File: config.mk
export PLATFORM = sky130hd
export DESIGN_NAME = merge_sel_arbiter
export DESIGN_NICKNAME = d
export VERILOG_FILES = /design/src/rtl/merge_arb_pkg.sv /design/src/rtl/rr_pick2.sv /design/src/rtl/merge_sel_arbiter.sv
export SDC_FILE = /design/constraint.sdc
export NUM_CORES = 1
export LEC_CHECK = 0
export BUFFER_PORTS_ARGS = -buffer_cell sky130_fd_sc_hd__buf_4
export CORE_MARGIN = 4
export CORE_UTILIZATION = 35
export CTS_CLUSTER_DIAMETER = 100
export DETAILED_ROUTE_END_ITERATION = 6
export PLACE_DENSITY = 0.54
export SLEW_MARGIN = 20
export SYNTH_ARGS = -nofsm -noshare
export SYNTH_HDL_FRONTEND = slang
export SYNTH_HIERARCHICAL = 1
export SYNTH_SLANG_ARGS = --single-unit
File: constraint.sdc
create_clock -name clk -period 4.75 [get_ports clk]
set_input_delay 0.475 -clock clk [delete_from_list [all_inputs] [get_ports clk]]
set_output_delay 0.475 -clock clk [all_outputs]
set_load 0.05 [all_outputs]
File: src/rtl/merge_arb_pkg.sv
// rtl/merge_arb_pkg.sv - shared types and helpers for the merge selector arbiter
package merge_arb_pkg;

  typedef enum logic [1:0] {IDLE, ISSUE, BUSY} arb_state_t;

  localparam logic SEL_L0 = 1'b0;
  localparam logic SEL_L1 = 1'b1;

  // A TIMEOUT of 0 still needs a 1-bit counter so the declaration stays legal.
  function automatic int tmo_w(input int timeout);
    return (timeout < 1) ? 1 : $clog2(timeout + 1);
  endfunction

endpackage

File: src/rtl/rr_pick2.sv
// rtl/rr_pick2.sv - combinational two-way round-robin picker
module rr_pick2
  import merge_arb_pkg::*;
(
  input  logic req0,
  input  logic req1,
  input  logic last_grant,
  output logic any_req,
  output logic winner
);

  always_comb begin
    any_req = req0 | req1;
    if (req0 && req1) winner = ~last_grant;
    else if (req1)    winner = SEL_L1;
    else              winner = SEL_L0;
  end

endmodule

File: src/rtl/merge_sel_arbiter.sv
// rtl/merge_sel_arbiter.sv - round-robin selector token issuer for a two-input merge
module merge_sel_arbiter
  import merge_arb_pkg::*;
#(
  parameter int TIMEOUT = 64,
  parameter int CNT_W   = 16
) (
  input  logic             clk,
  input  logic             rst_n,
  input  logic             req0,
  input  logic             req1,
  output logic             sel_valid,
  input  logic             sel_ready,
  output logic             sel,
  input  logic             pkt_done,
  output logic             ack0,
  output logic             ack1,
  output logic             busy,
  output logic             timeout_err,
  output logic             spurious_err,
  output logic [CNT_W-1:0] gnt_cnt0,
  output logic [CNT_W-1:0] gnt_cnt1
);

  localparam int            TW      = tmo_w(TIMEOUT);
  localparam logic [TW-1:0] TMO_MAX = TW'(TIMEOUT);

  arb_state_t    state;
  logic          last_grant;
  logic [TW-1:0] tmo_cnt;
  logic          any_req;
  logic          winner;

  rr_pick2 u_pick (
    .req0       (req0),
    .req1       (req1),
    .last_grant (last_grant),
    .any_req    (any_req),
    .winner     (winner)
  );

  always_ff @(posedge clk or negedge rst_n) begin
    if (!rst_n) begin
      state        <= IDLE;
      sel_valid    <= 1'b0;
      sel          <= SEL_L0;
      ack0         <= 1'b0;
      ack1         <= 1'b0;
      busy         <= 1'b0;
      timeout_err  <= 1'b0;
      spurious_err <= 1'b0;
      gnt_cnt0     <= '0;
      gnt_cnt1     <= '0;
      last_grant   <= SEL_L1;
      tmo_cnt      <= '0;
    end else begin
      ack0 <= 1'b0;
      ack1 <= 1'b0;
      if (pkt_done && state != BUSY) spurious_err <= 1'b1;
      case (state)
        IDLE: begin
          if (any_req) begin
            sel       <= winner;
            sel_valid <= 1'b1;
            busy      <= 1'b1;
            state     <= ISSUE;
          end
        end
        ISSUE: begin
          if (sel_ready) begin
            sel_valid <= 1'b0;
            tmo_cnt   <= '0;
            state     <= BUSY;
          end
        end
        BUSY: begin
          if (pkt_done) begin
            if (sel == SEL_L0) begin
              ack0     <= 1'b1;
              gnt_cnt0 <= gnt_cnt0 + CNT_W'(1);
            end else begin
              ack1     <= 1'b1;
              gnt_cnt1 <= gnt_cnt1 + CNT_W'(1);
            end
            last_grant <= sel;
            busy       <= 1'b0;
            state      <= IDLE;
          end else if (TIMEOUT != 0 && tmo_cnt != TMO_MAX) begin
            // Saturating count; the flag is raised on the edge the count hits the limit.
            tmo_cnt <= tmo_cnt + TW'(1);
            if (tmo_cnt + TW'(1) == TMO_MAX) timeout_err <= 1'b1;
          end
        end
        default: state <= IDLE;
      endcase
    end
  end

endmodule
* After elaboration in Yosys (flattened, before gate mapping)
Cells that the tools add are included.
** Word-level totals
- Output and inout port bits :: 39
- Flip-flop bits (word level) :: 49
- Input bits :: 6
** Operators by class
- Reductions and logical operators :: 15
- Muxes and demuxes :: 21
- Bitwise logic cells :: 4
- Add/subtract/negate cells :: 3
- Eq/ne operators :: 10
** Operator list (number)
- adder 16 x 1 -> 16 bit, second input constant :: 2
- 2-to-1 mux 7 bit :: 3
- AND reduction 3 bit :: 5
- one-hot mux 7 bit (2 select lines) :: 1
- inequality test 2 bit, second input constant :: 6
- 2-to-1 mux 1 bit :: 11
- AND reduction 4 bit :: 2
- adder 7 x 1 -> 7 bit, second input constant :: 1
- == test 7 bit, second input constant :: 1
- inequality test 7 bit, second input constant :: 1
- 2-to-1 mux 2 bit :: 3
- one-hot mux 2 bit (3 select lines) :: 1
- nonzero test 2 bit :: 3
- one-hot mux 1 bit (2 select lines) :: 2
- AND reduction 2 bit :: 2
- NOT 1 bit :: 3
- == test 2 x 1 -> 1 bit, second input constant :: 1
- == test 2 bit, second input constant :: 1
- logical AND 1 bit :: 2
- logical NOT 2 bit :: 1
- OR 1 bit :: 1

* Longest topological paths before layout
Gate-level depths: netlist of the first run.
- Word-level depth :: 4
- Depth in mapped cells :: 6
- Gate-level depth less buffers :: 5

* Modules after synthesis
Netlist of the first run, hierarchy kept.
** By module, submodules not included
- merge_sel_arbiter :: times used 1, area each 2322.2 um^2, cells an instance 203
- rr_pick2 :: times used 1, area each 13.8 um^2, cells an instance 2

* Worst setup path before layout of the first run
Ideal clock, no wire load.
- Path kind :: reg2reg
- From :: register sel
- To :: register gnt_cnt0[13]
- Slack :: 3.017 ns
- Buffers on the path :: 1
- Stages on the path, launching flop included :: 6
- Arrival :: 1.592 ns
- Cell sequence :: dfrtp_1 -> nand4bb_1 -> buf_2 -> nor4_4 -> nand3_1 -> xnor2_1
** Between the ends
- Longest elaborated chain between the ends :: 2
** RTL lines
- start, declared :: RTL line merge_sel_arbiter.sv:14 : output logic sel,
- start signal, assigned :: RTL line merge_sel_arbiter.sv:63 : sel <= winner;
- NOT 1 bit (no source line)
- AND reduction 3 bit (no source line)
- end signal, assigned :: RTL line merge_sel_arbiter.sv:80 : gnt_cnt0 <= gnt_cnt0 + CNT_W'(1);
- end, declared :: RTL line merge_sel_arbiter.sv:21 : output logic [CNT_W-1:0] gnt_cnt0,
No other way between the ends.
A chain may end at the register's enable or synchronous reset.

* Worst setup path after layout of the first run
- From :: register tmo_cnt[0]
- To :: register tmo_cnt[3]
** Between the ends
- Longest elaborated chain between the ends :: 4
- Elaborated cells between the ends (all ways) :: 7
- Classes of those cells :: add/sub: 1; eq/ne: 2; mux: 3; reduce/logical: 1
** RTL lines
- start, declared :: RTL line merge_sel_arbiter.sv:30 : logic [TW-1:0] tmo_cnt;
- start signal, assigned :: RTL line merge_sel_arbiter.sv:90 : tmo_cnt <= tmo_cnt + TW'(1);
- adder 7 x 1 -> 7 bit :: RTL line merge_sel_arbiter.sv:90
- 2-to-1 mux 7 bit :: RTL line merge_sel_arbiter.sv:88 : end else if (TIMEOUT != 0 && tmo_cnt != TMO_MAX) begin
- 2-to-1 mux 7 bit :: RTL line merge_sel_arbiter.sv:77 : if (pkt_done) begin
- one-hot mux 7 bit (2 select lines) :: RTL line merge_sel_arbiter.sv:60 : case (state)
Parallel ways exist; a longest one is shown, timed or not. The select of a mux whose other input is x is not followed.

==> impl_results.md, run 1 <==
* Mapped Area at 2340 um^2
* Comb pwr share at 30.2%
* Synth warn at 6
* Routed Antenna Nets at 0
* Overflow after GRT at 0
* Post-Synth Adder-Cell Area at 2.68%
* Critical-path cell list: inv_1, ha_1, a311oi_4, mux2_4, a22o_1
* Max-slew headroom at 59.0%
* Synthesis-stage register bit count at 49
* Crit-path leading delay family: compound AO/OA/AOI/OAI gates
* Drt first-iter violations at 60
* Fin Setup TNS at 0 ns
* I/O pin count at 45
* Fin. Hold Viols at 0
* Syn avg cell area at 11.4 um^2
* Post-Synth XOR/XNOR Area at 12.0%
* R2R Path End: tmo_cnt[3]
* Status: finished, final reports clean
* Initial antenna violation count at 0
* PortBufs at 44
* Worst vdd ir at 0.221 mV
* Synth-to-layout area growth at 22.3%
* Number of vias per cell at 4.88
* Post-CTS Resized at 0
* Sequential share of the synthesized area at 52.5%
* Via count at 1,621
* Power Internal at 0.763 mW
* Starting Density at 36.4%
* CTS tree: built
* CP startpoint kind: flip-flop
* Tot Pwr at 1.22 mW
* Power density cells at 427 nW/um^2
* Fin nets at 265
* Worst-Margin Slew at 0.615 ns
* Synth top area cells: dfrtp_1, xnor2_1, xor2_1
* Crit-path max cell delay at 0.45 ns
* Top-count cell post-synth: dfrtp_1
* First-pass DRT Iterations at 4
* Gr usage total at 12.4%
* Skew-Pair Late Insertion Delay at 0.30 ns
* CP max-delay cell: dfrtp_1
* Max_cap viols at 0
* Final-report max-slew violation count at 0
* Static Leak at 1.43 nW
* Die height at 89.7 um
* Core Region at 6420 um^2
* Min cycle time layout at 1.85 ns
* CP Class: reg2reg
* Row cnt at 29
* Die ar. at 8050 um^2
* Share of layout cells above drive strength 1 at 26.7%
* Routability cong. at 0.730
* Post-synth EDFFs at 0
* Cell count after synthesis at 205
* Synthesized Nets at 216
* First-pass GRT wire length at 7650 um
* CP max FO at 7
* Post-CTS Setup Inserts at 0
* Fmax at 540 MHz
* WP data arrival at 2.05 ns
* CTS hold repair buffers at 0
* Synth Area in Compound Gates at 7.87%
* Commonest cells in the netlist: dfrtp_1, nand2_1, xnor2_1
* WL/cell at 13.8 um
* Die X at 89.7 um
* Clock sinks at 49
* Post-synth top area cell: dfrtp_1
* Post-Synth Simple-Gate Area at 19.5%
* Sw Share at 37.4%
* Most used DFF post-synth: dfrtp_1
* Final worst-path cycle share at 39.0%
* CTS Buf Count at 5
* Clk pwr share at 24.6%
* Setup violators final at 0
* Part of the power in registers at 45.2%
* Diode count at 0
* Ys async rst share at 100%
* Clock-pin slew on the worst setup and hold paths at 0.09 ns
* CP Data Required Time at 4.95 ns
* Worst Hold Class: in2async
* Largest net degree at the start of global routing at 50
* # H-tree levels at 2
* Root buf cell: clkbuf_8
* CTS max path bufs at 2
* Reg2Reg Launch Point: tmo_cnt[0]
* Detailed placer's ending HPWL at 3240 um
* Yosys top cell area share at 51.4%
* Psw at 0.456 mW
* Count of unique library cells instantiated by Yosys at 40
* Number of global-route vias before repair at 1,587
* WL final at 4580 um
* RSZ-0062 raised after global routing: no
* Crit. End Element: flip-flop
* Worst Path Buf+Inv at 1
* R2r setup slk at 2.90 ns
* Worst Clk Skew at 0.00128 ns
* DRC at 0
* FF-to-FF path depth at 5
* Combinational family with the most area after synthesis: simple AND/OR/NAND/NOR gates
* Mux share of post-synthesis cell area at 3.11%
==> placed cells by master, fill, tap and decap left out, drive strengths merged <==
cell	synthesis	final
a211oi	1	1
a21boi	2	2
a21o	1	1
a21oi	4	4
a22o	2	2
a311o	1	1
a311oi	2	2
a41o	1	1
and3	4	4
and4	3	3
buf	2	44
bufinv	0	1
clkbuf	0	6
clkinv	0	1
dfrtp	48	48
dfstp	1	1
ha	5	5
inv	10	10
mux2	4	4
mux2i	2	2
nand2	24	24
nand2b	1	1
nand3	15	15
nand4	6	6
nand4b	1	1
nand4bb	1	1
nor2	9	9
nor3	5	5
nor4	4	4
o21ai	10	10
o32ai	1	1
or2	2	2
or3	1	1
xnor2	20	20
xor2	12	12
==> power by group through the flow <==
| stage | registers (mW) | logic, mW | clock network (mW) |
|---|---|---|---|
| floorplan | 0.665 | 0.159 | 0 |
| global placement | 0.561 | 0.371 | 0 |
| detailed placement | 0.559 | 0.373 | 0 |
| CTS | 0.553 | 0.374 | 0.316 |
| global route | 0.565 | 0.401 | 0.334 |
| finish | 0.552 | 0.368 | 0.300 |
==> sequential cells by signal, indices dropped and copies added, names as in the netlist <==
register      count
last_grant        1
sel_valid         1
busy              1
gnt_cnt1         16
gnt_cnt0         16
timeout_err       1
ack0              1
tmo_cnt           7
sel               1
spurious_err      1
ack1              1
state             2
==> metal layers <==
| metal | up-vias | part of all wire, % | track usage [%] | wire length (um) |
|---|---|---|---|---|
| met5 | - | 0 | 0 | 0 |
| met4 | 0 | 1.3 | 4.06 | 61 |
| met3 | 7 | 4.1 | 3.28 | 189 |
| met2 | 26 | 46 | 19.5 | 2130 |
| met1 | 775 | 48 | 16.6 | 2200 |
| li1 | 813 | - | - | - |
==> area by class of cell <==
| class | count | area, um^2 |
|---|---|---|
| fillers | 611 | 3560 |
| flip-flops and latches | 49 | 1230 |
| multi-input cells | 144 | 1050 |
| repair buffers | 44 | 330 |
| well taps | 77 | 96.3 |
| clock buffers | 6 | 72.6 |
| clock inverters | 2 | 38.8 |
| inverters | 10 | 37.5 |
==> metrics by stage <==
stage	util [%]	setup WS (ns)	std cells	hold slack [ns]	instance area [um^2]
after floorplan	-	3.02	205	0.179	2340
after global placement	42.8	2.89	324	0.451	2750
after detailed placement	42.8	2.86	324	0.456	2750
after CTS	44.5	2.88	332	0.206	2860
after global routing	44.5	2.72	332	0.227	2860
final	44.5	2.90	332	0.182	2860
==> how the worst max path moves through the flow <==
stage / from / depth (start not counted) / to
after CTS: tmo_cnt[0] / 5 / tmo_cnt[4]
after global routing: state[0] / 4 / gnt_cnt0[12]
after detailed placement: pkt_done / 5 / gnt_cnt0[14]
after global placement: pkt_done / 5 / gnt_cnt0[8]
final: tmo_cnt[0] / 5 / tmo_cnt[3]
after floorplan: sel / 5 / gnt_cnt0[13]
==> cell families after synthesis <==
family	Yosys count
DFF	49
buffers and inverters	12
muxes	6
AOI/OAI and AO/OA	25
xor gates and xnor gates	32
adders and majority gates	5
and+or+nand+nor	76
No activity file was read; power rests on OpenSTA's default activity.
==> inputs of run 2 (changes only) <==
Clock period 4.75 ns to 1.75 ns, I/O delays scaled along.
==> impl_results.md, run 2 (synthesized netlist as in run 1, its figures left out) <==
* Die X at 89.7 um (unchanged)
* Hold_sp: sel_ready
* Fin Setup TNS at 0 ns (unchanged)
* Most common cell after layout, fill and taps aside: buf_4
* R2R Path End: tmo_cnt[4]
* Fin nets at 278 (+4.9%)
* FF-to-FF path depth at 5 (unchanged)
* Core Region at 6420 um^2 (unchanged)
* First-pass GRT wire length at 7650 um (about the same)
* Detailed placer's ending HPWL at 3360 um (+3.7%)
* Starting Density at 36.4% (unchanged)
* Setup WS pre-CTS at -0.00528 ns (-2.87 ns)
* Clock-pin slew on the worst setup and hold paths at 0.09 ns (about the same)
* Setup violators final at 0 (unchanged)
* Initial antenna violation count at 0 (unchanged)
* R2r setup slk at 0.03 ns (-2.87 ns)
* Routability cong. at 0.756 (+3.6%)
* WL/cell at 13.6 um (-1.1%)
* CTS Buf Count at 5 (unchanged)
* PortBufs at 44 (unchanged)
* Fmax at 582 MHz (+7.8%)
* Via count at 1,650 (+1.8%)
* Largest net degree at the start of global routing at 50 (unchanged)
* Fin. Hold Viols at 0 (unchanged)
* Max-slew headroom at 58.6% (-0.41 points)
* Worst vdd ir at 0.701 mV (+220%)
* CP startpoint kind: flip-flop
* Most frequent cells in the layout: buf_4, dfrtp_1, nand2_1
* Die ar. at 8050 um^2 (unchanged)
* Critical-path cell list: inv_1, ha_2, a311oi_4, mux2_4, a22o_1
* Number of global-route vias before repair at 1,625 (+2.4%)
* Largest regs: gnt_cnt0: 16 flops, gnt_cnt1: 16 flops, tmo_cnt: 7 flops
* Synth-to-layout area growth at 25.7%
* CTS max path bufs at 2 (unchanged)
* Non-Filler Instances at 345 (+3.9%)
* I/O pin count at 45 (unchanged)
* Final worst-path cycle share at 98.2% (+59 points)
* Power density cells at 1120 nW/um^2 (+160%)
* Row cnt at 29 (unchanged)
* Overflow after GRT at 0 (unchanged)
* # H-tree levels at 2 (unchanged)
* Root buf cell: clkbuf_8
* Routed Antenna Nets at 0 (unchanged)
* CP Launch Point: tmo_cnt[0]
* CTS tree: built
* Max_cap viols at 0 (unchanged)
* Worst Clk Skew at 0.00956 ns (+0.00829 ns)
* Static Leak at 1.48 nW (+3.7%)
* PnR worst setup slack at 0.0310 ns (-2.87 ns)
* Diode count at 0 (unchanged)
* First-pass DRT Iterations at 4 (unchanged)
* Die height at 89.7 um (unchanged)
* Drt first-iter violations at 61 (+1.7%)
* Skew-Pair Late Insertion Delay at 0.29 ns (about the same)
* Share of layout cells above drive strength 1 at 30.2% (+3.6 points)
* Cell count after placement at 333 (+2.8%)
* WL final at 4710 um (+2.8%)
* CP max FO at 4 (-3)
* DRC at 0 (unchanged)
* Final-report max-slew violation count at 0 (unchanged)
* Filler Cell Count at 615 (+0.65%)
* WP data arrival at 1.91 ns (-0.14 ns)
* Hold path endpoint: state[0]
* CP max-delay cell: dfrtp_1
* Number of vias per cell at 4.78 (-2.0%)
* Worst Hold Class: in2reg
* Status: finished, final reports clean
* Crit-path max cell delay at 0.40 ns (-0.05 ns)
* Finished Core Util at 45.7% (+1.2 points)
* CP Class: reg2reg
* Worst-Margin Slew at 0.621 ns (+0.00620 ns)
* Tot Pwr at 3.28 mW (+170%)
* Clock sinks at 49 (unchanged)
* Gr usage total at 12.2% (-0.18 points)
* Hold Crit Depth at 2
* Min cycle time layout at 1.72 ns (-0.134 ns)
* Reg2Reg Launch Point: tmo_cnt[0]
* Crit. End Element: flip-flop
* CP Data Required Time at 1.94 ns (-3.01 ns)
## run 2: cell types whose count changed in the layout (fill, tap and decap cells not counted)
cell | before | now
bufinv_16 | 1 | 0
ha_2 | 0 | 1
dlygate4sd3_1 | 0 | 1
clkinv_4 | 1 | 0
inv_6 | 0 | 1
clkinv_2 | 0 | 1
ha_1 | 5 | 4
buf_4 | 44 | 56
## run 2: worst max path at each step
stage	slack [ns]	endpoint	depth (start not counted)
final	0.03	tmo_cnt[4]	5
after global routing	-0.01	tmo_cnt[4]	5
after CTS	0.06	tmo_cnt[4]	5
after detailed placement	-0.005	tmo_cnt[3]	5
after global placement	0.03	tmo_cnt[3]	5
after floorplan	0.02	gnt_cnt0[13]	5
## run 2: critical path, delay by kind of cell, from the launching register on
kind / cells / cell delay, ns
AO/OA/AOI/OAI: 2 / 0.58
flip-flops: 1 / 0.40
multiplexers: 1 / 0.33
buffers and inverters: 1 / 0.09
adder cells (fa/ha/maj): 1 / 0.22
## run 2: repair_timing
| action | in CTS | in global routing |
|---|---|---|
| setup endpoints to repair | 2 | 2 |
| resized for setup | 0 | 1 |
| hold buffers | 1 | 0 |
| cloned | 0 | 0 |
| endpoints found under the hold margin | 48 | 0 |
| buffers inserted | 2 | 1 |
| pin swaps | 0 | 1 |
## run 2: final cells by class
class	instances	area (um^2)	share of cell area (%)
Inverter	10	37.5	1.28
Clock inverter	2	13.8	0.469
Tap cell	77	96.3	3.28
Timing Repair Buffer	57	430	14.7
Multi-Input combinational cell	144	1060	36.0
Sequential cell	49	1230	41.8
Clock buffer	6	72.6	2.47
## run 2: where the power goes
part	switching, mW	internal, mW	leakage (nW)
combinational	0.703	0.436	0.782
sequential	0.190	1.29	0.650
clock	0.373	0.286	0.0456
## run 2: per-layer routing
metal  vias to the layer above  GRT usage (%)  share of wire [%]
met4                         0           2.44               0.49
met3                         2           3.19                3.9
met5                         -              0                  0
met1                       790           16.0                 48
met2                        26           20.4                 48
li1                        832              -                  -
## run 2: per-stage QoR
step | instance area [um^2] | hold slack (ns)
after global routing | 2940 | 0.0485
after CTS | 2930 | 0.0486
after global placement | 2810 | 0.245
final | 2940 | 0.0676
after detailed placement | 2810 | 0.240
after floorplan | 2340 | -0.121
